$ cat config.mk
export PLATFORM = sky130hd
export DESIGN_NAME = wb_mux_reg
export DESIGN_NICKNAME = d
export VERILOG_FILES = /design/src/rtl/wb_mux_reg.sv
export SDC_FILE = /design/constraint.sdc
export NUM_CORES = 1
export LEC_CHECK = 0
export BUFFER_PORTS_ARGS = -buffer_cell sky130_fd_sc_hd__buf_2
export CORE_AREA = 3 3 308 310
export DETAILED_ROUTE_END_ITERATION = 8
export DIE_AREA = 0 0 311 313
export REMOVE_ABC_BUFFERS = 1
export SYNTH_ARGS = -nofsm -noshare
export SYNTH_HDL_FRONTEND = slang
export SYNTH_SLANG_ARGS = --single-unit
export TNS_END_PERCENT = 10
$ cat constraint.sdc
create_clock -name clk -period 2.4 [get_ports clk]
set_clock_uncertainty 0.15 [all_clocks]
set_input_delay 0.48 -clock clk [delete_from_list [all_inputs] [get_ports clk]]
set_output_delay 0.48 -clock clk [all_outputs]
set_load 0.03 [all_outputs]
$ cat src/rtl/wb_mux_reg.sv
`default_nettype none
// +----------------------------------------------------------------------------+
// | wb_mux_reg : registered Wishbone classic 1-to-N interconnect with watchdog |
// | Rev 1.0                                                                    |
// +----------------------------------------------------------------------------+
module wb_mux_reg #(
  parameter int NUM_SLAVES   = 4,
  parameter int DATA_WIDTH   = 32,
  parameter int ADDR_WIDTH   = 32,
  parameter int SELECT_WIDTH = DATA_WIDTH / 8,
  parameter int TIMEOUT      = 255,
  parameter int TO_WIDTH     = 8
) (
  input  logic                             clk,
  input  logic                             rst,
  input  logic [ADDR_WIDTH-1:0]            wbm_adr_i,
  input  logic [DATA_WIDTH-1:0]            wbm_dat_i,
  output logic [DATA_WIDTH-1:0]            wbm_dat_o,
  input  logic                             wbm_we_i,
  input  logic [SELECT_WIDTH-1:0]          wbm_sel_i,
  input  logic                             wbm_stb_i,
  input  logic                             wbm_cyc_i,
  output logic                             wbm_ack_o,
  output logic                             wbm_err_o,
  output logic                             wbm_rty_o,
  output logic [NUM_SLAVES*ADDR_WIDTH-1:0] wbs_adr_o,
  output logic [NUM_SLAVES*DATA_WIDTH-1:0] wbs_dat_o,
  output logic [NUM_SLAVES*SELECT_WIDTH-1:0] wbs_sel_o,
  output logic [NUM_SLAVES-1:0]            wbs_we_o,
  output logic [NUM_SLAVES-1:0]            wbs_stb_o,
  output logic [NUM_SLAVES-1:0]            wbs_cyc_o,
  input  logic [NUM_SLAVES*DATA_WIDTH-1:0] wbs_dat_i,
  input  logic [NUM_SLAVES-1:0]            wbs_ack_i,
  input  logic [NUM_SLAVES-1:0]            wbs_err_i,
  input  logic [NUM_SLAVES-1:0]            wbs_rty_i,
  input  logic [NUM_SLAVES*ADDR_WIDTH-1:0] wbs_addr,
  input  logic [NUM_SLAVES*ADDR_WIDTH-1:0] wbs_addr_msk,
  output logic                             busy_o,
  output logic [1:0]                       status_o
);

  typedef enum logic [1:0] {
    IDLE = 2'd0,
    REQ  = 2'd1,
    RESP = 2'd2
  } state_t;

  localparam logic [1:0] ST_ACK     = 2'd0;
  localparam logic [1:0] ST_SLV_ERR = 2'd1;
  localparam logic [1:0] ST_DEC_ERR = 2'd2;
  localparam logic [1:0] ST_TIMEOUT = 2'd3;
  localparam logic [TO_WIDTH-1:0] TO_LAST = TO_WIDTH'(TIMEOUT - 1);

  state_t                  state_q;
  logic [NUM_SLAVES-1:0]   sel_oh_q;
  logic [ADDR_WIDTH-1:0]   adr_q;
  logic [DATA_WIDTH-1:0]   dat_q;
  logic [SELECT_WIDTH-1:0] sel_q;
  logic                    we_q;
  logic [TO_WIDTH-1:0]     cnt_q;
  logic                    ack_q;
  logic                    err_q;
  logic                    rty_q;
  logic [DATA_WIDTH-1:0]   mdat_q;
  logic [1:0]              status_q;

  logic                    hit;
  logic [NUM_SLAVES-1:0]   hit_oh;
  logic                    s_ack;
  logic                    s_err;
  logic                    s_rty;
  logic [DATA_WIDTH-1:0]   s_dat;

  // Address decode: first matching slave wins.
  always_comb begin
    hit    = 1'b0;
    hit_oh = '0;
    for (int i = 0; i < NUM_SLAVES; i++) begin
      if (!hit && (((wbm_adr_i ^ wbs_addr[i*ADDR_WIDTH +: ADDR_WIDTH]) &
                    wbs_addr_msk[i*ADDR_WIDTH +: ADDR_WIDTH]) == '0)) begin
        hit       = 1'b1;
        hit_oh[i] = 1'b1;
      end
    end
  end

  // The strobe one-hot is only non-zero in REQ, so it also gates out
  // terminations from every slave that is not being addressed.
  always_comb begin
    s_ack = 1'b0;
    s_err = 1'b0;
    s_rty = 1'b0;
    s_dat = '0;
    for (int i = 0; i < NUM_SLAVES; i++) begin
      if (sel_oh_q[i]) begin
        s_ack = wbs_ack_i[i];
        s_err = wbs_err_i[i];
        s_rty = wbs_rty_i[i];
        s_dat = wbs_dat_i[i*DATA_WIDTH +: DATA_WIDTH];
      end
    end
  end

  always_ff @(posedge clk) begin
    if (rst) begin
      state_q  <= IDLE;
      sel_oh_q <= '0;
      adr_q    <= '0;
      dat_q    <= '0;
      sel_q    <= '0;
      we_q     <= 1'b0;
      cnt_q    <= '0;
      ack_q    <= 1'b0;
      err_q    <= 1'b0;
      rty_q    <= 1'b0;
      mdat_q   <= '0;
      status_q <= ST_ACK;
    end else begin
      ack_q  <= 1'b0;
      err_q  <= 1'b0;
      rty_q  <= 1'b0;
      mdat_q <= '0;
      case (state_q)
        IDLE: begin
          if (wbm_cyc_i && wbm_stb_i) begin
            if (hit) begin
              adr_q    <= wbm_adr_i;
              dat_q    <= wbm_dat_i;
              sel_q    <= wbm_sel_i;
              we_q     <= wbm_we_i;
              sel_oh_q <= hit_oh;
              cnt_q    <= '0;
              state_q  <= REQ;
            end else begin
              err_q    <= 1'b1;
              status_q <= ST_DEC_ERR;
              state_q  <= RESP;
            end
          end
        end
        REQ: begin
          cnt_q <= cnt_q + TO_WIDTH'(1);
          if (!wbm_cyc_i) begin
            sel_oh_q <= '0;
            state_q  <= IDLE;
          end else if (s_err || s_rty || s_ack) begin
            sel_oh_q <= '0;
            state_q  <= RESP;
            if (s_err) begin
              err_q    <= 1'b1;
              status_q <= ST_SLV_ERR;
            end else if (s_rty) begin
              rty_q    <= 1'b1;
              status_q <= ST_ACK;
            end else begin
              ack_q    <= 1'b1;
              mdat_q   <= s_dat;
              status_q <= ST_ACK;
            end
          end else if ((TIMEOUT != 0) && (cnt_q == TO_LAST)) begin
            sel_oh_q <= '0;
            err_q    <= 1'b1;
            status_q <= ST_TIMEOUT;
            state_q  <= RESP;
          end
        end
        RESP:    state_q <= IDLE;
        default: state_q <= IDLE;
      endcase
    end
  end

  for (genvar g = 0; g < NUM_SLAVES; g++) begin : g_slave
    assign wbs_adr_o[g*ADDR_WIDTH +: ADDR_WIDTH]     = adr_q;
    assign wbs_dat_o[g*DATA_WIDTH +: DATA_WIDTH]     = dat_q;
    assign wbs_sel_o[g*SELECT_WIDTH +: SELECT_WIDTH] = sel_q;
    assign wbs_we_o[g]                               = sel_oh_q[g] & we_q;
  end

  assign wbs_stb_o = sel_oh_q;
  assign wbs_cyc_o = sel_oh_q;
  assign wbm_ack_o = ack_q;
  assign wbm_err_o = err_q;
  assign wbm_rty_o = rty_q;
  assign wbm_dat_o = mdat_q;
  assign status_o  = status_q;
  assign busy_o    = (state_q != IDLE);

endmodule
`default_nettype wire
==> reports/results.txt, run 1 <==
Int Pwr -> 0.00401 W
Top cell type's share of synthesized area -> 27.4%
Vias -> 10000
Post-DP HPWL -> 51900 um
Sequential Power Share -> 34.3%
Routed WL -> 59700 um
TNS Setup -> -34.26 ns
Most common cell in the netlist -> buf_4
Antenna-violating nets left -> 0
Yosys warning count -> 0
Vias in the first global route -> 9526
Layout area overhead -> 61.8%
First-pass GRT wire length -> 78400 um
Worst Slack Setup Final -> -0.471 ns
Syn Std Cell Area -> 0.00877 sq mm
Non-Filler Instances -> 2962
Worst-Margin Slew -> 0.844 ns
Routed length on met2 -> 26500 um
RePlAce Congestion -> 0.957
Setup violations, final -> 86
Area of the multi-input gates -> 0.00453 sq mm
FP Rows -> 111
Proportion of layout cells with a drive suffix above 1 -> 57.2%
Cells after Synth -> 1059
Leak -> 7.66 nW
Status -> complete, but fails checks
Largest net degree at the start of global routing -> 69
Io pins -> 791
Nets -> 2168
Number of synthesized register bits -> 120
Wire per inst -> 20.2 um
M1 wire length -> 26800 um
Tmin final -> 2.87 ns
Post-synthesis average cell area -> 8.28 sq um
Die W -> 311 um
Fillers -> 10600
Sequential Area -> 0.00241 sq mm
CP Cell Sequence -> buf_2 -> xor2_2 -> buf_12 -> a22oi_2 -> nand4_1 -> nor4_4 -> buf_6 -> buf_6 -> o41ai_4 -> buf_12 -> buf_4 -> mux2i_1 -> nor2_1
Register area share after synthesis -> 27.4%
Die height -> 313 um
Count of input and output buffers -> 790
Top cell type by total area after synthesis -> dfxtp_1
# DRC -> 0
CP Class -> in2reg
Initial antenna violation count -> 20
Deepest level of the CTS H-tree -> 4
Startpoint types -> input pin
Sink Count -> 120
GRT Total Usage -> 11.8%
Net Sw Power -> 0.00181 W
Clock transition at path regs -> 0.07 ns
Placed cells -> 2913
Hold Vio Cnt, Final -> 0
Fin crit share -> 120%
CTS buffer count -> 17
WHS Path Cells -> 3
Synth top cells by count -> buf_4 (215), nor2_1 (177), xor2_1 (128)
Failing checks -> setup timing
Crit end category -> register
Logic pwr share -> 20.6%
Max incr delay on CP -> 0.66 ns
Initial core utilization -> 9.54%
Root Driver -> clkbuf_16
CP arrival -> 3.07 ns
Power Dens Cells -> 411 mW/mm^2
Via density -> 3.38
Clock latency on the worst-skew pair -> 0.49 ns
Top sig layer -> met5
Max-cap violations -> 0
WP data required -> 2.59 ns
Core area -> 0.0919 sq mm
Post-synthesis cell type count -> 44
Die area -> 0.0973 sq mm
Switching Fraction -> 31.1%
CTS tree -> built
Unrepaired setup endpoints after global routing -> true
Async S/R FF share, synth -> 0%
Initial drt markers -> 580
Final slew viol count -> 0
Metal3 WL -> 4640 um
Area contributors post-synth -> dfxtp_1 (27%), buf_4 (18%), xor2_1 (13%), mux2i_1 (8.4%), a22oi_1 (8.0%)
Most used flip-flop cell after synthesis -> dfxtp_1
Worst vdd ir -> 0.000537 V
Reg2Reg Depth -> 8
DRT Pass-1 Iters -> 5
GRT Residual Overflow -> 0
Clk network pwr share -> 45.1%
Hold/Removal Path Class -> in2reg
F_max -> 348 MHz
Max FO, Critical Path -> 14
CTS Buffer Depth -> 2
Slew margin rel. -> 43.8%
CP max-delay cell -> a22oi_2
EDFF count, synth -> 0
==> layout by cell type (no fill, tap or decap), drive strengths merged, types with 8 or more instances in the layout <==
master | synthesis | layout
a21oi | 78 | 78
a22oi | 97 | 97
buf | 255 | 904
clkbuf | 31 | 18
dfxtp | 120 | 120
diode | 0 | 9
inv | 9 | 14
mux2i | 74 | 74
nand2 | 11 | 11
nand2b | 8 | 8
nand4 | 17 | 17
nor2 | 177 | 177
xor2 | 128 | 128
==> timing repair <==
item / 4_1_cts / 5_1_grt
hold buffers: 1 / 0
setup endpoints to repair: 86 / 91
pin swaps: 22 / 7
gates resized for setup: 46 / 13
hold endpoints to repair: 1 / 0
setup buffers: 10 / 0
==> cell type report <==
class	instances	area share (%)
inverter	9	0.238
multi-input combinational	644	31.9
clock buffer	18	3.03
tap	1243	11.0
clock inverter	14	0.997
timing repair buffer	905	35.7
sequential	120	17.0
antenna	9	0.159
==> power by group through the flow <==
stage          clock network [W]  registers (W)  logic [W]
3_5_place_dp                   0        0.00204    0.00118
2_1_floorplan                  0        0.00205   0.000268
5_1_grt                  0.00286        0.00199    0.00129
3_3_place_gp                   0        0.00204    0.00119
4_1_cts                  0.00280        0.00200    0.00122
6_report                 0.00263        0.00200    0.00120
==> flip-flops by register name, indices dropped and copies added (netlist names) <==
name / count
adr_q: 32
cnt_q: 8
dat_q: 32
sel_q: 4
state_q: 2
status_o: 2
wbm_ack_o: 1
wbm_dat_o: 32
wbm_err_o: 1
wbm_rty_o: 1
wbs_cyc_o: 4
we_q: 1
==> worst paths after layout <==
kind / to / slack [ns] / start
worst max-delay path: adr_q[16] / -0.47 / wbm_adr_i[3]
worst min-delay path: we_q / 0.07 / wbm_we_i
worst max register to register: wbm_dat_o[20] / 0.26 / state_q[0]
worst min register to register: status_o[1] / 0.32 / status_o[1]
==> through the flow <==
step / total power [W] / util, % / hold slack [ns] / cell area (sq um) / worst slack (ns)
2_1_floorplan: 0.00231 / - / 0.292 / 6770 / -9.55
3_3_place_gp: 0.00323 / 14.4 / 0.309 / 13200 / -1.89
3_5_place_dp: 0.00322 / 14.4 / 0.312 / 13200 / -1.94
4_1_cts: 0.00602 / 15.3 / 0.000620 / 14100 / -0.449
5_1_grt: 0.00614 / 15.4 / 0.0374 / 14200 / -0.474
6_report: 0.00583 / 15.4 / 0.0700 / 14200 / -0.471
==> routing by layer <==
layer  vias up  track usage (%)
met2       602             18.0
li1       4674                -
met5         -                0
met1      4680             15.8
met4         4             4.58
met3        58             3.11
==> cell families after synthesis <==
logic type      Yosys count  share of synthesized area [%]
buf+inv                 295                           23.1
simple gates            243                           12.7
compound gates          197                           15.2
xor+xnor                128                           12.8
flops                   120                           27.4
mux                      74                           8.45
fa+ha+maj                 2                          0.285
==> critical path: cells and delay by family <==
| family | cells | cell delay (ns) |
|---|---|---|
| simple gates | 3 | 0.55 |
| mux | 1 | 0.14 |
| compound gates | 2 | 0.73 |
| buf+inv | 6 | 0.93 |
| xor+xnor | 1 | 0.17 |
Power figures use the tool's default switching activity.
==> run 2: changes to the inputs <==
--- a/constraint.sdc
+++ b/constraint.sdc
@@ -3,3 +3,3 @@
 set_input_delay 0.48 -clock clk [delete_from_list [all_inputs] [get_ports clk]]
 set_output_delay 0.48 -clock clk [all_outputs]
-set_load 0.03 [all_outputs]
+set_load 0.005 [all_outputs]
==> reports/results.txt, run 2 (synthesized netlist as in run 1, its figures left out) <==
CP arrival -> 2.98 ns
Max FO, Critical Path -> 6
GRT Residual Overflow -> 0
Die W -> 311 um
Leak -> 7.72 nW
Status -> complete, but fails checks
Most common cell after layout, fill and taps aside -> buf_2
Post-DP HPWL -> 52200 um
First-pass GRT wire length -> 79100 um
Sink Count -> 120
Max-cap violations -> 0
Tmin final -> 2.80 ns
Deepest level of the CTS H-tree -> 4
Die height -> 313 um
Sequential Area -> 0.00241 sq mm
Core area -> 0.0919 sq mm
Layout area overhead -> 63.4%
Io pins -> 791
Most frequent cells in the layout -> buf_2 (785), nor2_1 (177), xor2_1 (122), dfxtp_1 (117), buf_4 (91)
Final slew viol count -> 0
Wire per inst -> 20.6 um
Count of input and output buffers -> 790
Hold Vio Cnt, Final -> 0
WP data required -> 2.58 ns
Cts hold-fix bufs -> 0
Fin crit share -> 117%
TNS Setup -> -28.44 ns
Via density -> 3.37
GRT Total Usage -> 11.9%
Largest net degree at the start of global routing -> 69
Fillers -> 10600
Unrepaired setup endpoints after global routing -> true
Crit end category -> register
RePlAce Congestion -> 0.981
Worst vdd ir -> 0.000549 V
F_max -> 357 MHz
Total design power -> 0.00584 W
Hold WS -> 0.0795 ns
Nets -> 2177
Initial antenna violation count -> 17
CTS buffer count -> 17
CTS tree -> built
Clock transition at path regs -> 0.06 ns
Routed WL -> 61100 um
Clock latency on the worst-skew pair -> 0.47 ns
Worst Slack Setup Final -> -0.399 ns
DRT Pass-1 Iters -> 4
Vias -> 10000
Setup violations, final -> 86
Area of the multi-input gates -> 0.00455 sq mm
CTS Buffer Depth -> 2
Worst-Margin Slew -> 0.716 ns
Vias in the first global route -> 9571
Proportion of layout cells with a drive suffix above 1 -> 57.6%
Placed cells -> 2911
Non-Filler Instances -> 2965
Initial core utilization -> 9.54%
Slew margin rel. -> 52.3%
FP Rows -> 111
CP Class -> in2reg
Startpoint types -> input pin
# DRC -> 0
Hold/Removal Path Class -> in2reg
Failing checks -> setup timing
Power Dens Cells -> 407 mW/mm^2
Initial drt markers -> 482
Root Driver -> clkbuf_16
Die area -> 0.0973 sq mm
Antenna-violating nets left -> 0
-- run 2: changes by cell type in the layout (fill, tap and decap cells not counted), moves of 2 or more --
cell     before  now
buf_8         0    6
mux2i_1      74   72
diode_2       9    3
buf_4        86   91
buf_6        20   17
-- run 2: final cells by class --
type / instances / area share [%]
Antenna cell: 3 / 0.0524
Clock inverter: 14 / 0.987
Sequential cell: 120 / 16.8
Tap cell: 1243 / 10.9
Multi-Input combinational cell: 644 / 31.8
Inverter: 9 / 0.236
Clock buffer: 18 / 3.00
Timing Repair Buffer: 914 / 36.3
-- run 2: metrics by stage --
stage	utilization (%)	setup slack (ns)	cell area [sq um]
2_1_floorplan	-	-9.55	6770
3_3_place_gp	14.4	-1.78	13200
3_5_place_dp	14.4	-1.81	13200
4_1_cts	15.3	-0.464	14100
5_1_grt	15.6	-0.529	14300
6_report	15.6	-0.399	14300
-- run 2: path summary, 6_finish.rpt --
path / startpoint / end / slack (ns) / cells past startpoint
setup / recovery: wbm_adr_i[15] / dat_q[16] / -0.40 / 13
hold / removal: wbs_dat_i[111] / wbm_dat_o[15] / 0.08 / 3
hold reg to reg: status_o[1] / status_o[1] / 0.32 / 2
setup reg to reg: wbs_cyc_o[1] / status_o[0] / 0.30 / 8
-- run 2: routing by layer --
metal	track usage [%]	part of all wire [%]
met5	0	0.083
met4	4.07	2.7
met3	3.52	6.9
met2	18.2	44
met1	16.0	46
-- run 2: what timing repair did --
item,CTS,global route
cloned,0,2
resized for setup,39,36
pin swaps,19,9
setup endpoints to repair,86,100
setup buffers,9,9
-- run 2: critical path: stages --
cell and delay (ns):
buf_2 0.15, buf_4 0.14, xor2_1 0.16, a22oi_2 0.35
nand4_1 0.36, nor4_4 0.35, buf_4 0.21, o41ai_4 0.10
buf_4 0.15, buf_12 0.15, buf_8 0.14, mux2i_2 0.17
nor2_1 0.06
-- run 2: power by group --
group          leakage [nW]  switching [W]  internal (W)  total [W]
clock network         0.272        0.00120       0.00145    0.00265
logic                  6.48       0.000610      0.000584    0.00119
registers             0.968     0.00000203       0.00199    0.00200
==> run 3: changes to the inputs <==
Settings changed: BUFFER_PORTS_ARGS -buffer_cell sky130_fd_sc_hd__buf_2 to -buffer_cell sky130_fd_sc_hd__buf_4.
==> reports/results.txt, run 3 (synthesized netlist as in run 1, its figures left out) <==
Crit end category -> register
Die height -> 313 um
Vias -> 9883
Fin crit share -> 118%
Clk network pwr share -> 43.2%
Initial antenna violation count -> 7
Largest net degree at the start of global routing -> 66
Cts hold-fix bufs -> 0
Proportion of layout cells with a drive suffix above 1 -> 57.1%
CTS buffer count -> 17
Pre-CTS WS -> -1.71 ns
Initial drt markers -> 458
Final slew viol count -> 0
Worst-Margin Slew -> 0.684 ns
Clock latency on the worst-skew pair -> 0.47 ns
Worst Slack Setup Final -> -0.442 ns
Switching Fraction -> 30.8%
Unrepaired setup endpoints after global routing -> true
Die area -> 0.0973 sq mm
DRT Pass-1 Iters -> 5
RePlAce Congestion -> 0.944
TNS Setup -> -31.19 ns
Power Dens Cells -> 370 mW/mm^2
Fillers -> 10400
Io pins -> 791
CP max-delay cell -> a22oi_2
Leak -> 8.06 nW
Sink Count -> 120
Startpoint types -> input pin
First-pass GRT wire length -> 81800 um
Int Pwr -> 0.00414 W
Max FO, Critical Path -> 11
Slew margin rel. -> 54.4%
Layout area overhead -> 84.5%
# DRC -> 0
Area of the multi-input gates -> 0.00448 sq mm
CP arrival -> 3.04 ns
FP Rows -> 111
Failing checks -> setup timing
Logic pwr share -> 23.4%
WP data required -> 2.60 ns
Core area -> 0.0919 sq mm
Tmin final -> 2.84 ns
Final Util -> 17.6%
GRT Residual Overflow -> 0
Status -> complete, but fails checks
Root Driver -> clkbuf_16
CTS Buffer Depth -> 2
Die W -> 311 um
Clock transition at path regs -> 0.07 ns
Routed WL -> 62000 um
Max-cap violations -> 0
Sequential Power Share -> 33.3%
Vias in the first global route -> 10100
CP Class -> in2reg
Net Sw Power -> 0.00184 W
Nets -> 2180
CTS tree -> built
Max incr delay on CP -> 0.48 ns
Setup violations, final -> 86
F_max -> 352 MHz
Via density -> 3.33
CP Cell Sequence -> buf_4 -> buf_12 -> xor2_1 -> a22oi_2 -> nand4_1 -> nor4_4 -> buf_4 -> o41ai_4 -> buf_6 -> buf_12 -> mux2i_1 -> nor2_1
Post-DP HPWL -> 53200 um
Worst vdd ir -> 0.000527 V
Count of input and output buffers -> 790
Wire per inst -> 20.9 um
Deepest level of the CTS H-tree -> 4
Most common cell after layout, fill and taps aside -> buf_4
Hold/Removal Path Class -> in2reg
GRT Total Usage -> 12.2%
Initial core utilization -> 9.54%
Antenna-violating nets left -> 0
Sequential Area -> 0.00241 sq mm
Hold Vio Cnt, Final -> 0
Most frequent cells in the layout -> buf_4 (886), nor2_1 (177), xor2_1 (124), dfxtp_1 (117), a22oi_1 (89)
run 3: cell count changes in the layout (fill, tap and decap cells not counted), moves of 5 or more:
cell and delta:
a22oi_2 -5, buf_4 +795, buf_2 -785, a22oi_1 +5
run 3: power groups by stage:
stage	clock, W	sequential [W]	combinational (W)
final	0.00259	0.00200	0.00140
after global routing	0.00282	0.00199	0.00151
after CTS	0.00279	0.00199	0.00144
after detailed placement	0	0.00204	0.00140
after global placement	0	0.00204	0.00141
after floorplan	0	0.00204	0.000267
run 3: layer usage:
layer / vias to the layer above / wire length [um] / GRT usage [%]
li1: 4677 / - / -
met3: 44 / 4170 / 3.36
met5: - / 0 / 0
met2: 494 / 28700 / 19.3
met4: 0 / 1060 / 3.85
met1: 4668 / 28000 / 15.9
run 3: layout make-up:
type	count	area share, %
tap	1243	9.61
clock inverter	15	0.812
timing repair buffer	917	44.1
clock buffer	17	2.63
multi-input combinational	644	27.7
inverter	9	0.209
antenna	4	0.0619
sequential	120	14.9
run 3: path summary, 6_finish.rpt:
| path | startpoint | slack, ns | end | depth (start not counted) |
|---|---|---|---|---|
| setup / recovery | wbm_adr_i[29] | -0.44 | dat_q[29] | 12 |
| hold / removal | wbm_dat_i[27] | 0.08 | dat_q[27] | 3 |
| setup reg to reg | wbs_cyc_o[1] | 0.17 | wbm_dat_o[0] | 8 |
| hold reg to reg | cnt_q[7] | 0.33 | cnt_q[7] | 2 |
run 3: stage by stage:
| step | instance area [sq um] | instances | hold slack (ns) | power (W) |
|---|---|---|---|---|
| 2_1_floorplan | 6770 | 773 | 0.292 | 0.00231 |
| 3_3_place_gp | 15300 | 2922 | 0.313 | 0.00345 |
| 3_5_place_dp | 15300 | 2922 | 0.316 | 0.00345 |
| 4_1_cts | 16000 | 2958 | 0.00853 | 0.00622 |
| 5_1_grt | 16200 | 2966 | 0.0454 | 0.00632 |
| 6_report | 16200 | 2969 | 0.0827 | 0.00598 |
run 3: worst max-delay path, delay by kind of cell:
family	cells	cell delay (ns)
xor gates and xnor gates	1	0.15
muxes	1	0.16
buffers and inverters	5	0.82
and+or+nand+nor	3	0.81
AOI/OAI and AO/OA	2	0.59
run 3: repair_timing:
item,in CTS,in global routing
setup buffers,5,6
setup endpoints to repair,86,109
resized for setup,24,22
pin swaps,16,10
cloned,0,1
